File: config.mk
export PLATFORM = sky130hd
export DESIGN_NAME = boot_loader_ctrl
export DESIGN_NICKNAME = d
export VERILOG_FILES = /design/src/rtl/boot_loader_ctrl.sv
export SDC_FILE = /design/constraint.sdc
export NUM_CORES = 1
export LEC_CHECK = 0
export CORE_UTILIZATION = 61
export DETAILED_ROUTE_END_ITERATION = 10
export PLACE_DENSITY = 0.87
export SKIP_LAST_GASP = 1
export SYNTH_ARGS = -nofsm -noshare
export SYNTH_HDL_FRONTEND = slang
export SYNTH_SLANG_ARGS = --single-unit
File: constraint.sdc
create_clock -name clk -period 3.3 [get_ports clk]
set_input_delay 0.33 -clock clk [delete_from_list [all_inputs] [get_ports clk]]
set_output_delay 0.33 -clock clk [all_outputs]
set_load 0.02 [all_outputs]
File: src/rtl/boot_loader_ctrl.sv
// Purpose: UART byte-stream boot loader; parses load blocks into imem/dmem word writes, then releases the core.
// Latency: write strobe with address/data one cycle after the 4th byte of a word is accepted.
// Backpressure: rx_ready is high in every state but RUN; rx_valid gaps simply stall the parser.
module boot_loader_ctrl #(
    parameter int          ADDR_W    = 14,
    parameter logic [7:0]  SYNC_BYTE = 8'hA5,
    parameter logic [7:0]  GO_BYTE   = 8'hC3
) (
    input  logic              clk,
    input  logic              resetn,
    input  logic [7:0]        rx_data,
    input  logic              rx_valid,
    output logic              rx_ready,
    output logic              imem_we,
    output logic              dmem_we,
    output logic [ADDR_W-1:0] wr_addr,
    output logic [31:0]       wr_data,
    output logic              core_resetn,
    output logic              busy,
    output logic              err
);

    typedef enum logic [3:0] {
        IDLE, TGT, ADDR0, ADDR1, CNT0, CNT1, DATA, CSUM, RUN, ERR
    } state_t;

    state_t              state_q, state_d;
    logic                tgt_q, tgt_d;          // 0 = imem, 1 = dmem
    logic [7:0]          lo_q, lo_d;            // low byte of address or count
    logic [ADDR_W-1:0]   addr_q, addr_d;        // next word address to write
    logic [15:0]         cnt_q, cnt_d;          // words still to receive
    logic [23:0]         word_q, word_d;        // first three bytes of current word
    logic [1:0]          byte_idx_q, byte_idx_d;
    logic [7:0]          csum_q, csum_d;
    logic                imem_we_q, imem_we_d;
    logic                dmem_we_q, dmem_we_d;
    logic [ADDR_W-1:0]   wr_addr_q, wr_addr_d;
    logic [31:0]         wr_data_q, wr_data_d;
    logic                acc;

    assign rx_ready    = (state_q != RUN);
    assign acc         = rx_valid && rx_ready;
    assign imem_we     = imem_we_q;
    assign dmem_we     = dmem_we_q;
    assign wr_addr     = wr_addr_q;
    assign wr_data     = wr_data_q;
    assign core_resetn = (state_q == RUN);
    assign err         = (state_q == ERR);
    assign busy        = (state_q != IDLE) && (state_q != RUN) && (state_q != ERR);

    // Next-state and datapath: one accepted byte advances the parser by at most one step.
    always_comb begin
        state_d    = state_q;
        tgt_d      = tgt_q;
        lo_d       = lo_q;
        addr_d     = addr_q;
        cnt_d      = cnt_q;
        word_d     = word_q;
        byte_idx_d = byte_idx_q;
        csum_d     = csum_q;
        imem_we_d  = 1'b0;
        dmem_we_d  = 1'b0;
        wr_addr_d  = wr_addr_q;
        wr_data_d  = wr_data_q;
        if (acc) begin
            case (state_q)
                IDLE: begin
                    if (rx_data == SYNC_BYTE) begin
                        state_d    = TGT;
                        csum_d     = 8'h00;
                        byte_idx_d = 2'd0;
                    end else if (rx_data == GO_BYTE) begin
                        state_d = RUN;
                    end
                end
                TGT: begin
                    if (rx_data[7:1] == 7'd0) begin
                        tgt_d   = rx_data[0];
                        state_d = ADDR0;
                    end else begin
                        state_d = ERR;
                    end
                end
                ADDR0: begin
                    lo_d    = rx_data;
                    state_d = ADDR1;
                end
                ADDR1: begin
                    addr_d  = ADDR_W'({rx_data, lo_q});
                    state_d = CNT0;
                end
                CNT0: begin
                    lo_d    = rx_data;
                    state_d = CNT1;
                end
                CNT1: begin
                    cnt_d      = {rx_data, lo_q};
                    byte_idx_d = 2'd0;
                    state_d    = ({rx_data, lo_q} == 16'd0) ? CSUM : DATA;
                end
                DATA: begin
                    csum_d     = csum_q ^ rx_data;
                    byte_idx_d = byte_idx_q + 2'd1;
                    case (byte_idx_q)
                        2'd0: word_d[7:0]   = rx_data;
                        2'd1: word_d[15:8]  = rx_data;
                        2'd2: word_d[23:16] = rx_data;
                        default: begin
                            wr_data_d = {rx_data, word_q};
                            wr_addr_d = addr_q;
                            imem_we_d = ~tgt_q;
                            dmem_we_d = tgt_q;
                            addr_d    = addr_q + ADDR_W'(1);
                            cnt_d     = cnt_q - 16'd1;
                            if (cnt_q == 16'd1) begin
                                state_d = CSUM;
                            end
                        end
                    endcase
                end
                CSUM: begin
                    state_d = (rx_data == csum_q) ? IDLE : ERR;
                end
                default: begin
                    // RUN and ERR are terminal until reset; bytes are dropped.
                end
            endcase
        end
    end

    // State register with synchronous active-low reset; reset also kills any pending strobe.
    always_ff @(posedge clk) begin
        if (!resetn) begin
            state_q    <= IDLE;
            tgt_q      <= 1'b0;
            lo_q       <= 8'h00;
            addr_q     <= '0;
            cnt_q      <= 16'd0;
            word_q     <= 24'd0;
            byte_idx_q <= 2'd0;
            csum_q     <= 8'h00;
            imem_we_q  <= 1'b0;
            dmem_we_q  <= 1'b0;
            wr_addr_q  <= '0;
            wr_data_q  <= 32'd0;
        end else begin
            state_q    <= state_d;
            tgt_q      <= tgt_d;
            lo_q       <= lo_d;
            addr_q     <= addr_d;
            cnt_q      <= cnt_d;
            word_q     <= word_d;
            byte_idx_q <= byte_idx_d;
            csum_q     <= csum_d;
            imem_we_q  <= imem_we_d;
            dmem_we_q  <= dmem_we_d;
            wr_addr_q  <= wr_addr_d;
            wr_data_q  <= wr_data_d;
        end
    end

endmodule

==> metrics.txt, run 1 <==
xor/xnor share of the synthesized area=0.0155; crit path launch type=flip-flop; outcome=finished, violations left; die span in x=98.4 um; Rows=34; hold path depth=2; Crit path top cell by count=nor2_1; hold_ws=453 ps; Post-CTS Setup Bufs=0; number of synthesized flops with an enable pin=0; via count=~5600; sequential share of the synthesized area=0.442; Clock Path Buffers=2; vias in the first global route=about 5400; slowest stage delay, CP=about 770 ps; Lkg Pwr=2.68 nW; CTS root buf=clkbuf_8; number of diodes=0; Final setup violation count=0; Slew Viols, Final=0; worst-skew pair later-pin latency=530 ps; main combinational cell family by area after synthesis=simple AND/OR/NAND/NOR gates; Yosys reg bits=125; CP max FO=18; final hold violation count=0; CP Class=reg -> reg; Port Buf Inserts=between 60 and 70; R2R cell count=6; worst-margin pin slew=between 1000 and 1500 ps; Syn Std Cell Area=5660 um2; first-pass GRT wire length=26400 um; Detailed Route WL=between 15000 and 20000 um; Synth top area share=0.442; pwr/cell area=488 nW/um2; Clk pin slew, worst setup/hold paths=70 ps; Post-Synth Adder-Cell Area=0.0155; total CTS buffers=17; Compound-Gate Fraction of Synth Area=0.201; Peak VDD IR=415 uV; Post-synth ARST share=0; H-tree depth=4; switching power total=876 uW; Critical R2R Capture=word_q[19]; Final GP Congestion=between 0.8 and 0.9; DRC errors left=6; # IOs=between 60 and 70; nets=770; Hold Buf Count CTS=0; vias per cell=about 6.4; post-DP HPWL=roughly 10000 um; reg2reg start=state_q[1]; Post-CTS Resized=0; minimum clock period=2900 ps; failing checks=DRC; RSZ-0062 raised after global routing=false; Yosys cell types=55; Max Clock Skew=7.94 ps; combinational power share=0.030; hold path endpoint=wr_data[14]; Post-DRT Antenna Nets=0; Cells after Synth=approximately 710; Pre-antenna DRT Iters=10; CP max-delay cell=nor2_1; Tot Pwr=3.38 mW; routed length per instance=between 15 and 20 um; reg2reg setup slack=400 ps; register share of total power=0.446; min-delay worst type=reg -> reg; Clock Power Share=0.524; Sw Ratio=0.259; TritonCTS clock tree=built; Ys Warns=0; CTS sink count=125; CP Capture Type=flip-flop; max capacitance violation total=0; DR iter-0 viols=approximately 460; grt total ovfl=0; post-synthesis simple-gate area fraction=0.224; Area contributors post-synth=dfxtp_1 44%, nand2_1 8.9%, a21oi_1 8.2%; die area=9670 um2; pin count of the biggest net entering global routing=49; Die Height=98.4 um; crit path from=state_q[1]; HP Start=wr_data[14]; critical-path cell list=nand4bb_1 > buf_4 > nor2_1 > nand2_1 > mux2i_1 > nor2_1; P_int=between 2 and 3 mW; share of layout cells above drive strength 1=0.0850; Post-Route Setup TNS=0 ps; synthesis-to-layout area growth=22.5%; crit path DAT=between 3000 and 4000 ps; largest area contributor in the netlist=dfxtp_1; Primary FF master, synth=dfxtp_1; Syn Nets=a little over 700; normalized max-slew margin=0.285; Req. time, crit path=3720 ps; FMAX=345 MHz; total core area=8850 um2; Initial Util=0.640; multiplexer share of the synthesized area=0.0583; Period Utilization, post-route=0.878; Mean Syn Cell Area=8.02 um2; initial antenna violation count=0; gr usage total=0.348
[layout make-up]
| type | instances | area, um2 |
|---|---|---|
| clock buffers | 17 | 414 |
| clock inverters | 15 | 148 |
| fillers | 566 | 1910 |
| inverters | 11 | 41.3 |
| multi-input cells | 517 | 2930 |
| flip-flops and latches | 125 | 2500 |
| well taps | 108 | 135 |
| repair buffers | 80 | 768 |
[critical path: cells and delay by family (launching register included)]
family	cells	cell delay [ps]
simple gates	4	1530
flops	1	690
mux	1	320
buf+inv	1	230
[per-layer routing]
metal	vias up	share of wire	GRT usage
met1	2627	0.38	0.395
met2	344	0.49	0.612
met3	71	0.099	0.0895
met5	-	0	0
li1	2562	-	-
met4	0	0.035	0.162
[cell usage after synthesis (4+ instances only)]
cell / count
a21oi_1: 93
nand2_1: 134
nand3_1: 11
nor4_1: 9
a211oi_1: 4
a31oi_1: 4
nor2_1: 74
o221a_2: 4
buf_2: 7
dfxtp_1: 125
o31ai_1: 6
ha_1: 7
clkbuf_1: 43
nor4bb_1: 5
mux2i_1: 33
a41oi_1: 4
nor3_1: 11
nand3b_1: 10
a22oi_1: 4
xor2_1: 10
o21ai_0: 39
inv_1: 11
[cell families (layout without fill, tap and decap cells)]
family	after synthesis	count (layout)
mux	33	33
simple gates	279	279
fa+ha+maj	7	7
compound gates	188	188
xor+xnor	10	10
buf+inv	64	123
flops	125	125
[cell usage in the layout (no fill, tap or decap), types with 4 or more instances in the layout]
master           Yosys  routed
dfxtp_1            125     125
o221a_2              4       4
inv_8                0       5
xor2_1              10      10
nand3b_1            10      10
clkbuf_16            0      16
nor3_1              11      11
a21oi_1             93      93
nor2_1              74      73
mux2i_1             33      33
nor4_1               9       9
nand3_1             11      11
nand2_1            134     134
a31oi_1              4       4
clkdlybuf4s50_1      0      62
a211oi_1             4       4
ha_1                 7       7
a41oi_1              4       4
a22oi_1              4       4
nor4bb_1             5       4
o31ai_1              6       6
inv_1               11      10
inv_6                0       5
buf_4                0      17
o21ai_0             39      39
[stage by stage]
stage,setup WS (ps),utilization,area [um2],std cells
CTS,507,0.784,6940,873
floorplan,1360,-,5660,706
global route,264,0.784,6940,873
finish,404,0.784,6940,873
detailed placement,528,0.721,6380,841
global placement,543,0.721,6380,841
[worst max-delay path by stage]
| stage | endpoint | slack (ps) | cells past startpoint |
|---|---|---|---|
| after detailed placement | state_q[3] | 530 | 6 |
| after floorplan | cnt_q[15] | 1360 | 5 |
| final | word_q[19] | 400 | 6 |
| after CTS | word_q[6] | 510 | 6 |
| after global routing | word_q[9] | 260 | 6 |
| after global placement | state_q[3] | 540 | 6 |
[power by group through the flow]
stage	sequential, mW	combinational (mW)	clock, mW
detailed placement	1.54	0.0975	0
CTS	1.51	0.0991	1.77
finish	1.51	0.103	1.77
global placement	1.54	0.0946	0
global route	1.51	0.106	1.85
floorplan	1.54	0.0526	0
[sequential cells by signal, summed over array words and instances, names as in the netlist]
register    flops
state_q         4
byte_idx_q      2
word_q         24
dmem_we         1
wr_addr        14
wr_data        32
addr_q         14
cnt_q          16
csum_q          8
lo_q            8
imem_we         1
tgt_q           1
(Power assumes the default switching activity.)
==> run 2: changes to the inputs <==
--- a/config.mk
+++ b/config.mk
@@ -5,9 +5,9 @@
 export SDC_FILE = /design/constraint.sdc
 export NUM_CORES = 1
 export LEC_CHECK = 0
-export CORE_UTILIZATION = 61
+export CORE_UTILIZATION = 56
 export DETAILED_ROUTE_END_ITERATION = 10
-export PLACE_DENSITY = 0.87
+export PLACE_DENSITY = 0.81
 export SKIP_LAST_GASP = 1
 export SYNTH_ARGS = -nofsm -noshare
 export SYNTH_HDL_FRONTEND = slang
==> constraint.sdc (replaced) <==
create_clock -name clk -period 2.8 [get_ports clk]
set_input_delay 0.28 -clock clk [delete_from_list [all_inputs] [get_ports clk]]
set_output_delay 0.28 -clock clk [all_outputs]
set_load 0.02 [all_outputs]
==> run 2 against run 1 <==
Highest routed layer unchanged. Die area rose by 8.7%. Final cell count increased by 3.7%. The flow now finishes without violations. Core utilization decreased by 6.5 points. Critical path depth down 3.
==> metrics.txt, run 2 (synthesis results as in run 1) <==
Initial Util=0.579 (-0.0606); Non-Filler Instances=905 (+3.7%); via count=5462 (-2.5%); TritonCTS clock tree=built; worst-skew pair later-pin latency=530 ps (about the same); vias in the first global route=5129 (-5.3%); DR iter-0 viols=368 (-19%); hold_ws=449 ps (-4.17 ps); Post-Route Setup TNS=0 ps (unchanged); Req. time, crit path=2520 ps (-1200 ps); register share of total power=0.445 (about the same); die span in x=103 um (+4.3%); CTS sink count=125 (unchanged); die area=10500 um2 (+8.7%); gr usage total=0.309 (-0.0392); Hold Buf Count CTS=0 (unchanged); pin count of the biggest net entering global routing=62 (+27%); Pre-antenna DRT Iters=5 (-5); FMAX=around 380 MHz; Period Utilization, post-route=0.941; DRC errors left=0 (-6); Setup WS pre-CTS=394 ps (-133 ps); # IOs=63 (unchanged); most common cell after layout, fill and taps aside=nand2_1; most frequent cells in the layout=134 x nand2_1, 125 x dfxtp_1, 93 x a21oi_1, 73 x nor2_1, 62 x clkdlybuf4s50_1; crit path launch type=flip-flop; Post-DRT Antenna Nets=0 (unchanged); Clock Power Share=0.525 (about the same); Placed Area=6460 um2 (+1.3%); nets=777 (+0.91%); total CTS buffers=17 (unchanged); worst setup margin=165 ps (-239 ps); worst path bufs/invs=2 (+1); CP Class=reg -> out; Slew Viols, Final=0 (unchanged); Clock Path Buffers=2 (unchanged); number of diodes=0 (unchanged); minimum clock period=2640 ps; H-tree depth=4 (unchanged); total core area=9770 um2 (+10%); worst-margin pin slew=1110 ps (+42.9 ps); final hold violation count=0 (unchanged); Die Height=103 um (+4.3%); fin area=7030 um2 (+1.3%); Post-CTS Resized=0 (unchanged); CP max-delay cell=dfxtp_1; outcome=completed; routed length per instance=17.0 um (-10%); Detailed Route WL=15400 um (-7.0%); fin util=0.719 (-0.0652); Lkg Pwr=2.72 nW (+1.6%); min-delay worst type=reg -> reg; combinational power share=0.030 (about the same); Post-CTS Setup Bufs=0 (unchanged); switching power total=966 uW (+10%); critical-path cell list=inv_1 > o21ai_0 > clkdlybuf4s50_1; normalized max-slew margin=0.256 (-0.0287); post-DP HPWL=10100 um (-1.4%); Tot Pwr=4.00 mW (+18%); P_int=3.03 mW (+21%); pwr/cell area=569 nW/um2 (+17%); Rows=36 (+5.9%); # fillers=736 (+30%); Sw Ratio=0.241 (-0.0175); Port Buf Inserts=62 (unchanged); RSZ-0062 raised after global routing=false; Max Clock Skew=10.6 ps (+2.71 ps); grt total ovfl=0 (unchanged); CP max FO=18 (unchanged); CP Capture Type=primary output; max capacitance violation total=0 (unchanged); Peak VDD IR=347 uV (-17%); Final setup violation count=0 (unchanged); Clk pin slew, worst setup/hold paths=60 ps (about the same); synthesis-to-layout area growth=24.1%; share of layout cells above drive strength 1=0.0920 (+0.00700); vias per cell=6.04 (-6.0%); crit path DAT=2360 ps (-960 ps); DP Cell Count=873 (+3.8%); initial antenna violation count=0 (unchanged); Worst path top cell family by delay=buffers and inverters; register area=2500 um2 (unchanged); slowest stage delay, CP=710 ps (-60 ps); Final GP Congestion=0.903 (+4.6%); Multi-input gate area=2930 um2 (unchanged); max reg flops=32 (unchanged); first-pass GRT wire length=24900 um (-5.8%); CTS root buf=clkbuf_8
[run 2: cell count changes in the layout (fill, tap and decap cells not counted)]
cell,before,now
clkinvlp_4,3,2
inv_8,5,3
clkinv_8,1,0
inv_6,5,6
clkinv_4,1,2
buf_4,17,24
clkbuf_1,0,1
bufinv_16,0,1
[run 2: final timing paths]
kind / startpoint / to / slack [ps] / cells past startpoint
worst min-delay path: word_q[6] / wr_data[6] / 450 / 2
worst max-delay path: state_q[0] / busy / 160 / 3
worst min register to register: word_q[6] / wr_data[6] / 450 / 2
worst max register to register: state_q[0] / addr_q[4] / 380 / 5
[run 2: worst reg2reg max path: stages (launching register included)]
cell      delay (ps)
dfxtp_1          710
and3b_1          270
o211ai_1         890
o21ai_0          250
o21ai_0          120
and2_1           140
[run 2: metal layers]
layer  track usage  share of wire
met1         0.377           0.42
met2         0.531           0.49
met3        0.0719          0.071
met4         0.111          0.022
met5             0              0
[run 2: area by class of cell]
class / count / share of cell area
timing repair buffer: 87 / 0.117
multi-input combinational: 517 / 0.417
clock inverter: 14 / 0.0212
clock buffer: 18 / 0.0595
tap: 133 / 0.0237
sequential: 125 / 0.356
inverter: 11 / 0.00588
[run 2: power groups by stage]
| stage | clock network, mW | registers (mW) | logic (mW) |
|---|---|---|---|
| floorplan | 0 | 1.82 | 0.0620 |
| global placement | 0 | 1.82 | 0.117 |
| detailed placement | 0 | 1.82 | 0.118 |
| CTS | 2.11 | 1.78 | 0.119 |
| global route | 2.20 | 1.78 | 0.129 |
| finish | 2.10 | 1.78 | 0.122 |
==> run 3: changes to the inputs <==
--- a/config.mk
+++ b/config.mk
@@ -8,6 +8,7 @@
 export CORE_UTILIZATION = 56
 export DETAILED_ROUTE_END_ITERATION = 10
 export PLACE_DENSITY = 0.81
+export SETUP_SLACK_MARGIN = 0.4
 export SKIP_LAST_GASP = 1
 export SYNTH_ARGS = -nofsm -noshare
 export SYNTH_HDL_FRONTEND = slang
==> run 3 against run 2 <==
Critical path depth up 1. Sequential power about the same. Clock power about the same.
==> metrics.txt, run 3 (synthesis results as in run 1) <==
Period Utilization, post-route=0.809 (-0.132); Hold Buf Count CTS=0 (unchanged); hold_ws=449 ps (+0.0500 ps); Pre-antenna DRT Iters=5 (unchanged); Post-DRT Antenna Nets=0 (unchanged); first-pass GRT wire length=24900 um (unchanged); initial antenna violation count=0 (unchanged); die span in x=103 um (unchanged); CP max-delay cell=clkdlybuf4s50_1; Critical R2R Capture=addr_q[4]; Peak VDD IR=347 uV (+0.13%); die area=10500 um2 (unchanged); CTS sink count=125 (unchanged); switching power total=972 uW (+0.71%); Clk pin slew, worst setup/hold paths=60 ps (about the same); CTS root buf=clkbuf_8; most frequent cells in the layout=134 x nand2_1, 123 x dfxtp_1, 93 x a21oi_1, 72 x nor2_1, 60 x clkdlybuf4s50_1; share of layout cells above drive strength 1=0.0959 (+0.00389); vias per cell=6.06 (+0.33%); Req. time, crit path=2520 ps (about the same); max reg flops=32 (unchanged); worst-skew pair later-pin latency=530 ps (about the same); FMAX=441 MHz (+16%); Max Clock Skew=9.01 ps (-1.63 ps); Sw Ratio=0.243 (+0.00129); normalized max-slew margin=0.272 (+0.0158); final hold violation count=0 (unchanged); worst path bufs/invs=2 (unchanged); Final setup violation count=0 (unchanged); DRC errors left=0 (unchanged); hold path endpoint=wr_data[6]; Lkg Pwr=2.73 nW (+0.43%); gr usage total=0.309 (unchanged); grt total ovfl=0 (unchanged); Clock Power Share=0.526 (about the same); pwr/cell area=570 nW/um2 (+0.14%); total core area=9770 um2 (unchanged); combinational power share=0.030 (about the same); reg2reg start=byte_idx_q[0]; DR iter-0 viols=379 (+3.0%); hold path depth=2 (unchanged); crit path launch type=flip-flop; via count=5480 (+0.33%); nets=777 (unchanged); Worst path top cell family by delay=buffers and inverters; RSZ-0062 raised after global routing=false; register share of total power=0.444 (about the same); crit path DAT=1990 ps (-370 ps); post-DP HPWL=10100 um (unchanged); total CTS buffers=17 (unchanged); TritonCTS clock tree=built; Clock Path Buffers=2 (unchanged); critical-path cell list=nor3_1 > nand2_1 > inv_1 > clkdlybuf4s50_1; minimum clock period=2270 ps (-369 ps); Slew Viols, Final=0 (unchanged); H-tree depth=4 (unchanged); CP Class=reg -> out; max capacitance violation total=0 (unchanged); outcome=completed; Detailed Route WL=15500 um (+0.44%); pin count of the biggest net entering global routing=62 (unchanged); Die Height=103 um (unchanged); R2R cell count=6 (+1); Port Buf Inserts=62 (unchanged); vias in the first global route=5121 (-0.16%); reg2reg setup slack=550 ps (+170 ps); CP Capture Type=primary output; routed length per instance=17.1 um (+0.44%); Final GP Congestion=0.903 (unchanged); Rows=36 (unchanged); synthesis-to-layout area growth=24.1% (about the same); # IOs=63 (unchanged); slowest stage delay, CP=590 ps (-120 ps); min-delay worst type=reg -> reg; P_int=3.03 mW (about the same); most common cell after layout, fill and taps aside=nand2_1; worst-margin pin slew=1090 ps (-23.6 ps); CP max FO=17 (-1); HP Start=word_q[6]; number of diodes=0 (unchanged); Post-CTS Setup Bufs=0 (unchanged); Post-Route Setup TNS=0 ps (unchanged); Initial Util=0.579 (unchanged)
[run 3: changes by cell type in the layout (fill, tap and decap cells not counted)]
cell / before / now
dfxtp_1: 125 / 123
dfxtp_2: 0 / 2
nor2_2: 1 / 2
nor2_1: 73 / 72
clkdlybuf4s50_1: 62 / 60
dlygate4sd2_1: 0 / 2
[run 3: how the worst max path moves through the flow]
stage                     slack (ps)  depth (start not counted)       start           to
after floorplan                  860                          5    cnt_q[0]    cnt_q[15]
after global placement           460                          6    rx_valid    addr_q[4]
after detailed placement         390                          6  rx_data[1]   state_q[3]
after CTS                        540                          4  state_q[2]  core_resetn
after global routing             400                          4  state_q[2]  core_resetn
final                            530                          4  state_q[2]  core_resetn
[run 3: layout make-up]
type | count | area (um2)
clock buffer | 18 | 418
clock inverter | 14 | 149
fill | 739 | 2740
inverter | 11 | 41.3
multi-input combinational | 517 | 2930
sequential | 125 | 2500
tap | 133 | 166
timing repair buffer | 87 | 818
[run 3: power groups by stage]
stage	Sequential (mW)	Combinational, mW	Clock (mW)
2_1_floorplan	1.82	0.0620	0
3_3_place_gp	1.82	0.117	0
3_5_place_dp	1.82	0.118	0
4_1_cts	1.78	0.119	2.11
5_1_grt	1.78	0.129	2.20
6_report	1.78	0.122	2.11
[run 3: per-layer routing]
layer / up-vias / part of all wire / global-route usage
met1: 2624 / 0.42 / 0.378
met4: 0 / 0.022 / 0.107
met3: 41 / 0.069 / 0.0712
li1: 2585 / - / -
met2: 230 / 0.49 / 0.533
met5: - / 0 / 0
[run 3: timing repair]
item                                    in CTS  in global routing
pin swaps                                    0                  1
endpoints found under the setup margin       2                  1
gates resized for setup                      5                  0
[run 3: worst register-to-register path, cell delays in order (launching register included)]
cell and delay, ps:
dfxtp_1 340, ha_1 280, and3b_1 210, o211ai_1 860
o21ai_0 250, o21ai_0 120, and2_1 140
[run 3: metrics by stage]
stage               worst slack, ps  power, mW   util  std cells  cell area [um2]
CTS                             538       4.01  0.719        905             7030
floorplan                       865       1.88      -        706             5660
global route                    400       4.11  0.719        905             7030
global placement                455       1.93  0.661        873             6460
detailed placement              394       1.94  0.661        873             6460
finish                          534       4.01  0.719        905             7030
